File: config.mk
export PLATFORM = sky130hd
export DESIGN_NAME = aes_inv_mix_columns_seq
export DESIGN_NICKNAME = d
export VERILOG_FILES = /design/src/rtl/aes_inv_mix_columns_seq.sv
export SDC_FILE = /design/constraint.sdc
export NUM_CORES = 1
export LEC_CHECK = 0
export ABC_AREA = 0
export CORE_ASPECT_RATIO = 1.75
export CORE_MARGIN = 2
export CORE_UTILIZATION = 40
export CTS_CLUSTER_SIZE = 30
export DETAILED_ROUTE_END_ITERATION = 10
export PLACE_DENSITY = 0.74
export SKIP_CTS_REPAIR_TIMING = 1
export SLEW_MARGIN = 20
export SYNTH_ARGS = -nofsm -noshare
export SYNTH_HDL_FRONTEND = slang
export SYNTH_SLANG_ARGS = --single-unit
File: constraint.sdc
create_clock -name clk -period 5.74 [get_ports clk]
set_input_delay 0.861 -clock clk [delete_from_list [all_inputs] [get_ports clk]]
set_output_delay 0.861 -clock clk [all_outputs]
set_load 0.03 [all_outputs]
File: src/rtl/aes_inv_mix_columns_seq.sv
// Sequential AES InvMixColumns engine: one 32-bit column per cycle over valid/ready handshakes.
// Optional forward MixColumns select is enabled with `define AES_MIX_FWD_SEL_EN (adds modeInv port).
module aes_inv_mix_columns_seq #(
  parameter int COLS = 4
) (
`ifdef AES_MIX_FWD_SEL_EN
  input  logic         modeInv,
`endif
  input  logic         clk,
  input  logic         rstN,
  input  logic         inValid,
  output logic         inReady,
  input  logic [127:0] inData,
  output logic         outValid,
  input  logic         outReady,
  output logic [127:0] outData,
  output logic         busy
);

  if (COLS != 4) begin : gColsCheck
    $error("aes_inv_mix_columns_seq: COLS must be 4");
  end

  typedef enum logic [1:0] {
    IDLE = 2'd0,
    CALC = 2'd1,
    DONE = 2'd2
  } state_t;

  state_t       state;
  logic [127:0] stateReg;
  logic [1:0]   col;
  logic [31:0]  colIn;
  logic [31:0]  colOut;
  logic [7:0]   a0, a1, a2, a3;
`ifdef AES_MIX_FWD_SEL_EN
  logic         modeReg;
`endif

  function automatic logic [7:0] xt(input logic [7:0] b);
    return {b[6:0], 1'b0} ^ (b[7] ? 8'h1b : 8'h00);
  endfunction

  function automatic logic [7:0] m09(input logic [7:0] b);
    return xt(xt(xt(b))) ^ b;
  endfunction

  function automatic logic [7:0] m0b(input logic [7:0] b);
    return xt(xt(xt(b))) ^ xt(b) ^ b;
  endfunction

  function automatic logic [7:0] m0d(input logic [7:0] b);
    return xt(xt(xt(b))) ^ xt(xt(b)) ^ b;
  endfunction

  function automatic logic [7:0] m0e(input logic [7:0] b);
    return xt(xt(xt(b))) ^ xt(xt(b)) ^ xt(b);
  endfunction

  // Select the column currently being transformed; row 0 sits in the MSB byte.
  always_comb begin
    colIn = stateReg[127:96];
    case (col)
      2'd0: colIn = stateReg[127:96];
      2'd1: colIn = stateReg[95:64];
      2'd2: colIn = stateReg[63:32];
      2'd3: colIn = stateReg[31:0];
      default: colIn = stateReg[127:96];
    endcase
    a0 = colIn[31:24];
    a1 = colIn[23:16];
    a2 = colIn[15:8];
    a3 = colIn[7:0];
  end

  // Shared column datapath; the forward path only exists when the mode select is built in.
  always_comb begin
    colOut = {m0e(a0) ^ m0b(a1) ^ m0d(a2) ^ m09(a3),
              m0e(a1) ^ m0b(a2) ^ m0d(a3) ^ m09(a0),
              m0e(a2) ^ m0b(a3) ^ m0d(a0) ^ m09(a1),
              m0e(a3) ^ m0b(a0) ^ m0d(a1) ^ m09(a2)};
`ifdef AES_MIX_FWD_SEL_EN
    if (!modeReg) begin
      colOut = {xt(a0) ^ xt(a1) ^ a1 ^ a2 ^ a3,
                xt(a1) ^ xt(a2) ^ a2 ^ a3 ^ a0,
                xt(a2) ^ xt(a3) ^ a3 ^ a0 ^ a1,
                xt(a3) ^ xt(a0) ^ a0 ^ a1 ^ a2};
    end
`endif
  end

  assign outData = stateReg;

  // Control FSM with registered handshake outputs; columns are overwritten in place.
  always_ff @(posedge clk or negedge rstN) begin
    if (!rstN) begin
      state    <= IDLE;
      stateReg <= '0;
      col      <= 2'd0;
      inReady  <= 1'b0;
      outValid <= 1'b0;
      busy     <= 1'b0;
`ifdef AES_MIX_FWD_SEL_EN
      modeReg  <= 1'b1;
`endif
    end else begin
      case (state)
        IDLE: begin
          if (inValid && inReady) begin
            stateReg <= inData;
            col      <= 2'd0;
            inReady  <= 1'b0;
            busy     <= 1'b1;
            state    <= CALC;
`ifdef AES_MIX_FWD_SEL_EN
            modeReg  <= modeInv;
`endif
          end else begin
            inReady <= 1'b1;
          end
        end
        CALC: begin
          case (col)
            2'd0: stateReg[127:96] <= colOut;
            2'd1: stateReg[95:64]  <= colOut;
            2'd2: stateReg[63:32]  <= colOut;
            2'd3: stateReg[31:0]   <= colOut;
            default: stateReg[127:96] <= colOut;
          endcase
          col <= col + 2'd1;
          if (col == 2'd3) begin
            outValid <= 1'b1;
            state    <= DONE;
          end
        end
        DONE: begin
          if (outReady) begin
            outValid <= 1'b0;
            busy     <= 1'b0;
            inReady  <= 1'b1;
            state    <= IDLE;
          end
        end
        default: begin
          state <= IDLE;
        end
      endcase
    end
  end

endmodule
==> impl_metrics.py, run 1 <==
metrics = {
    "status": {
        "outcome": "completed",
    },
    "timing": {
        "finalMaxSlewViolations": 0,
        "post-route-period-util": 0.7334,
        "hold_viol_final": 0,
        "setup_violations": 0,
        "setup_tns_ns": 0,
        "min_period_ns": 4.210,
        "tightest_slew_ns": 1.042,
        "fmax_mhz": 237.6,
        "rsz0062_at_grt": "no",
        "slew_headroom": 0.3051,
        "fin_skew_ns": 0.009718,
    },
    "yosys": {
        "async_flop_share": 1.000,
        "synth_ff_type": "dfrtp_1",
        "syn_nets": 1320,
        "synth_adder_area_share": 0.005030,
        "synthTopCellsByArea": "dfrtp_1, xnor2_1, xor2_1, nor2_1, a21oi_1",
        "yosysTopAreaCellShare": 0.3395,
        "synth_mux_area_frac": 0.01597,
        "synth_cell_types": 39,
        "synth-compound-area-share": 0.1867,
        "synth_largest_area_cell": "dfrtp_1",
        "synth.avg_cell_area_um2": 8.403,
        "synth_edf_count": 0,
        "synth_top_family_by_area": "XOR/XNOR gates",
        "synth_commonest_cells": "xnor2_1, nor2_1, dfrtp_1",
        "syn_inst": 1184,
        "ys_seq_area_frac": 0.3395,
        "synth_most_common_cell": "xnor2_1",
        "synth_simple_gate_area_frac": 0.1206,
        "ys_ff_latch": 135,
        "yosysWarnings": 0,
        "syn_area_um2": 9950,
        "synth_xor_area_frac": 0.2847,
    },
    "grt": {
        "grt_usage": 0.3252,
        "grt_pass1_vias": 10174,
        "grt_max_degree": 100,
        "grt_pass1_wl_mm": 62.62,
        "grt_overflow": 0,
        "antenna_found_initial": 1,
    },
    "die": {
        "die_h_um": 212.6,
        "rows": 76,
        "ios": 263,
        "core_area_um2": 24530,
        "die_area_um2": 26200,
        "initial_core_util": 0.4055,
        "fp.dieW_um": 123.2,
    },
    "clock_network": {
        "clk_pin_slew_ns": 0.06,
        "cts_tree": "built",
        "clk_latency_ns": 0.43,
        "max-clock-path-buffers": 2,
        "htreeDepth": 4,
        "cts_root_buffer": "clkbuf_16",
        "cts_num_sinks": 135,
        "cts_buffers": 17,
    },
    "finish": {
        "fin_nets": 1527,
        "final_cells": 1717,
        "synthToLayoutAreaGrowth_pct": 35.70,
        "drive_above_1_share": 0.06486,
        "final_util": 0.5503,
    },
    "routing": {
        "ant_nets": 0,
        "drc_errors": 0,
        "drtIter0Drc": 1209,
        "dr.pass1.iters": 8,
        "vias": 10178,
        "drt_wl_total_mm": 42.23,
        "via_per_inst": 5.928,
        "wl_per_cell_um": 24.59,
    },
    "critical_path": {
        "reg2reg_depth": 12,
        "arrival_ns": 4.52,
        "path_cells": "inv_1 -> ha_1 -> buf_4 -> a222oi_1 -> buf_2 -> xnor2_1 -> xnor2_1 -> o21ai_1 -> xnor3_1 -> xor2_1 -> nor2_1 -> o21ai_1",
        "rrSetupSlack_ns": 1.53,
        "cpPeakStageDelay_ns": 0.79,
        "cpMaxStageDelayCell": "a222oi_1",
        "crit_fanout": 33,
        "worstSetupPathType": "reg2reg",
        "cp.required_ns": 6.05,
        "crit-reg2reg-launch": "col[0]",
        "path_buf_inv": 3,
        "cp-end-kind": "flop",
        "critPathTopFamily": "compound AO/OA/AOI/OAI gates",
        "r2r-end": "outData[99]",
        "worstSetupStartpointType": "flop",
    },
    "placement": {
        "gp_congestion": 1.079,
        "dp_hpwl_mm": 31.88,
        "dp.cells": 1683,
        "io_buffers": 262,
    },
    "min_path": {
        "hold_path_class": "in2async",
    },
    "job": {
        "maxCapViolCount": 0,
    },
}
==> cell families (layout without fill, tap and decap cells) <==
kind of cell | count (synthesis) | in the layout
simple gates | 311 | 311
compound gates | 303 | 303
xor+xnor | 299 | 299
flops | 135 | 135
buf+inv | 120 | 339
mux | 12 | 12
fa+ha+maj | 4 | 4
other cells | 0 | 2
==> sequential cells by signal, summed over array words and instances (netlist names) <==
register and cells:
col 2, state 2, inReady 1, outData 128, outValid 1, busy 1
==> worst max-delay path by stage <==
stage	from	endpoint	slack [ns]	depth (start not counted)
2_1_floorplan	col[0]	outData[115]	2.52	11
5_1_grt	col[0]	outData[67]	1.37	12
6_report	col[0]	outData[99]	1.53	12
3_3_place_gp	col[0]	outData[67]	1.14	11
3_5_place_dp	col[0]	outData[124]	1.46	11
4_1_cts	col[0]	outData[124]	1.44	11
==> final cells by class <==
class                           count  area [um2]
Multi-Input combinational cell    929        6137
Antenna cell                        2       5.005
Inverter                            6       22.52
Sequential cell                   135        3378
Tap cell                          312       390.4
Timing Repair Buffer              302        2917
Fill cell                        2205       11030
Clock buffer                       19       452.9
Clock inverter                     12       198.9
==> stage by stage <==
stage	setup slack (ns)	cell area [um2]	hold slack, ns
6_report	1.530	13500	0.4451
5_1_grt	1.369	13500	0.5228
4_1_cts	1.437	13490	0.4767
3_5_place_dp	1.461	12840	0.5015
3_3_place_gp	1.144	12830	0.4832
2_1_floorplan	2.518	9950	0.5097
==> routing by layer <==
layer	GRT usage	share of wire	routed length (um)	vias up
li1	-	-	-	4440
met1	0.3680	0.33	13870	4857
met2	0.5457	0.50	21190	698
met3	0.05821	0.092	3874	183
met4	0.2245	0.078	3289	0
met5	0	0	0	-
==> layout by cell type (no fill, tap or decap), drive strengths merged, types with 3 or more instances in the layout <==
cell type,n
clkinv,5
xor2,81
o22ai,39
xnor3,9
clkdlybuf4s50,261
inv,7
a31oi,36
a21oi,107
o21ai,58
dfrtp,135
xnor2,206
xor3,3
mux2i,11
nand3b,3
a222oi,32
o31ai,28
clkbuf,20
nor2,166
buf,40
nand2,132
bufinv,5
ha,4
Power of run 1 is not shown: default switching activity piles up to over one toggle a cycle in this logic, so the estimate is an artifact.
==> inputs of run 2 (changes only) <==
--- a/config.mk
+++ b/config.mk
@@ -11,7 +11,7 @@
 export CORE_UTILIZATION = 40
 export CTS_CLUSTER_SIZE = 30
 export DETAILED_ROUTE_END_ITERATION = 10
-export PLACE_DENSITY = 0.74
+export PLACE_DENSITY = 0.77
 export SKIP_CTS_REPAIR_TIMING = 1
 export SLEW_MARGIN = 20
 export SYNTH_ARGS = -nofsm -noshare
==> constraint.sdc (replaced) <==
create_clock -name clk -period 3.45 [get_ports clk]
set_input_delay 0.5175 -clock clk [delete_from_list [all_inputs] [get_ports clk]]
set_output_delay 0.5175 -clock clk [all_outputs]
set_load 0.03 [all_outputs]
==> run 2 against run 1 <==
Compared with the run above: sequential share of layout area is 1.5 points lower; cell area up 6.6%; global-route usage down 0.49 points; highest routed layer unchanged; sequential cell count stayed put; final cell count up 4.5%; non-clock buffer count is 77 higher; fmax grew 24%; count of clock-buffer cells in the layout rose by 2; via count is 3.5% higher.
==> impl_metrics.py, run 2 (synthesis gave the netlist of run 1 again) <==
metrics = {
    "die": {
        "ios": 263,
        "rows": 76,
        "die_h_um": 212.6,
        "fp.dieW_um": 123.2,
        "core_area_um2": 24530,
        "die_area_um2": 26200,
        "initial_core_util": 0.4055,
    },
    "grt": {
        "grt_pass1_wl_mm": 61.84,
        "grt_overflow": 0,
        "antenna_found_initial": 1,
        "grt_usage": 0.3202,
        "grt_max_degree": 86,
        "grt_pass1_vias": 10432,
    },
    "routing": {
        "via_per_inst": 5.870,
        "wl_per_cell_um": 23.61,
        "drtIter0Drc": 1202,
        "drc_errors": 0,
        "ant_nets": 0,
        "vias": 10530,
        "dr.pass1.iters": 9,
        "drt_wl_total_mm": 42.36,
    },
    "placement": {
        "io_buffers": 262,
        "gp_congestion": 1.018,
        "dp.cells": 1755,
        "dp_hpwl_mm": 32.19,
    },
    "timing": {
        "min_period_ns": 3.393,
        "setup_violations": 0,
        "tightest_slew_ns": 0.9814,
        "post-route-period-util": 0.9836,
        "fin_skew_ns": 0.007859,
        "slew_headroom": 0.3457,
        "setup_tns_ns": 0,
        "fin_hold_ws_ns": 0.1512,
        "fmax_mhz": 294.7,
        "finalMaxSlewViolations": 0,
        "hold_viol_final": 0,
    },
    "finish": {
        "largest_register_ffs": 128,
        "fillCellCount": 2150,
        "final_common_cell": "clkdlybuf4s50_1",
        "synthToLayoutAreaGrowth_pct": 44.60,
        "fin_nets": 1604,
        "most-common-layout-cells": "clkdlybuf4s50_1, xnor2_1, nor2_1",
        "regArea_um2": 3378,
        "multi_input_area_um2": 6384,
        "final_cells": 1794,
        "final_util": 0.5864,
        "drive_above_1_share": 0.1438,
    },
    "clock_network": {
        "cts_root_buffer": "clkbuf_16",
        "cts_num_sinks": 135,
        "htreeDepth": 4,
        "max-clock-path-buffers": 2,
        "cts_tree": "built",
        "cts_buffers": 17,
        "clk_pin_slew_ns": 0.06,
        "clk_latency_ns": 0.43,
    },
    "critical_path": {
        "crit_fanout": 35,
        "reg2reg_depth": 14,
        "cp-end-kind": "flop",
        "crit-reg2reg-launch": "col[0]",
        "rrSetupSlack_ns": 0.06,
        "worstSetupStartpointType": "flop",
        "arrival_ns": 3.69,
        "cp.required_ns": 3.74,
        "worstSetupPathType": "reg2reg",
        "r2r-end": "outData[53]",
    },
    "job": {
        "maxCapViolCount": 0,
    },
    "min_path": {
        "hold_path_class": "in2async",
    },
    "status": {
        "outcome": "completed",
    },
}
-- run 2: cell types whose count changed in the layout (fill, tap and decap cells not counted), moves of 5 or more --
cell,previous run,this run
a21oi_1,103,96
nor2_2,0,8
nor2_1,166,158
buf_4,37,111
xnor2_1,202,184
xnor2_2,4,20
buf_12,0,5
a21oi_2,3,10
-- run 2: layout make-up --
| cell class | count | share of cell area |
|---|---|---|
| diodes | 1 | 0.0001739 |
| inverters | 6 | 0.001565 |
| clock buffers | 21 | 0.03270 |
| clock inverters | 11 | 0.01191 |
| repair buffers | 379 | 0.2480 |
| flip-flops and latches | 135 | 0.2348 |
| multi-input cells | 929 | 0.4437 |
| well taps | 312 | 0.02713 |
-- run 2: worst max-delay path by stage --
stage	startpoint	endpoint	slack, ns	depth (start not counted)
6_report	col[0]	outData[53]	0.06	14
3_5_place_dp	col[0]	outData[109]	-0.19	12
5_1_grt	col[0]	outData[53]	-0.008	15
4_1_cts	col[0]	outData[109]	-0.20	12
2_1_floorplan	col[0]	outData[115]	0.23	11
3_3_place_gp	col[0]	outData[45]	-0.15	12
-- run 2: per-stage QoR --
step	area (um2)	setup slack, ns
floorplan	9950	0.2284
global placement	13450	-0.1525
detailed placement	13450	-0.1875
CTS	14090	-0.2018
global route	14390	-0.008258
finish	14390	0.05656
-- run 2: critical path: stages, from the launching register on --
cell,delay (ns)
dfrtp_1,0.43
ha_1,0.27
buf_12,0.19
a222oi_1,0.50
buf_4,0.26
buf_6,0.14
xor2_1,0.14
a21oi_1,0.10
buf_4,0.19
xnor2_4,0.15
xnor2_2,0.17
xnor2_2,0.31
xnor2_2,0.16
buf_4,0.14
o22ai_1,0.07
-- run 2: metal layers --
metal	global-route usage	routed length (um)	vias up
met5	0	0	-
met4	0.2006	3022	0
met3	0.04667	3474	173
met2	0.5479	21770	696
met1	0.3686	14090	5070
li1	-	-	4591
Power of run 2 is left out for the same reason.
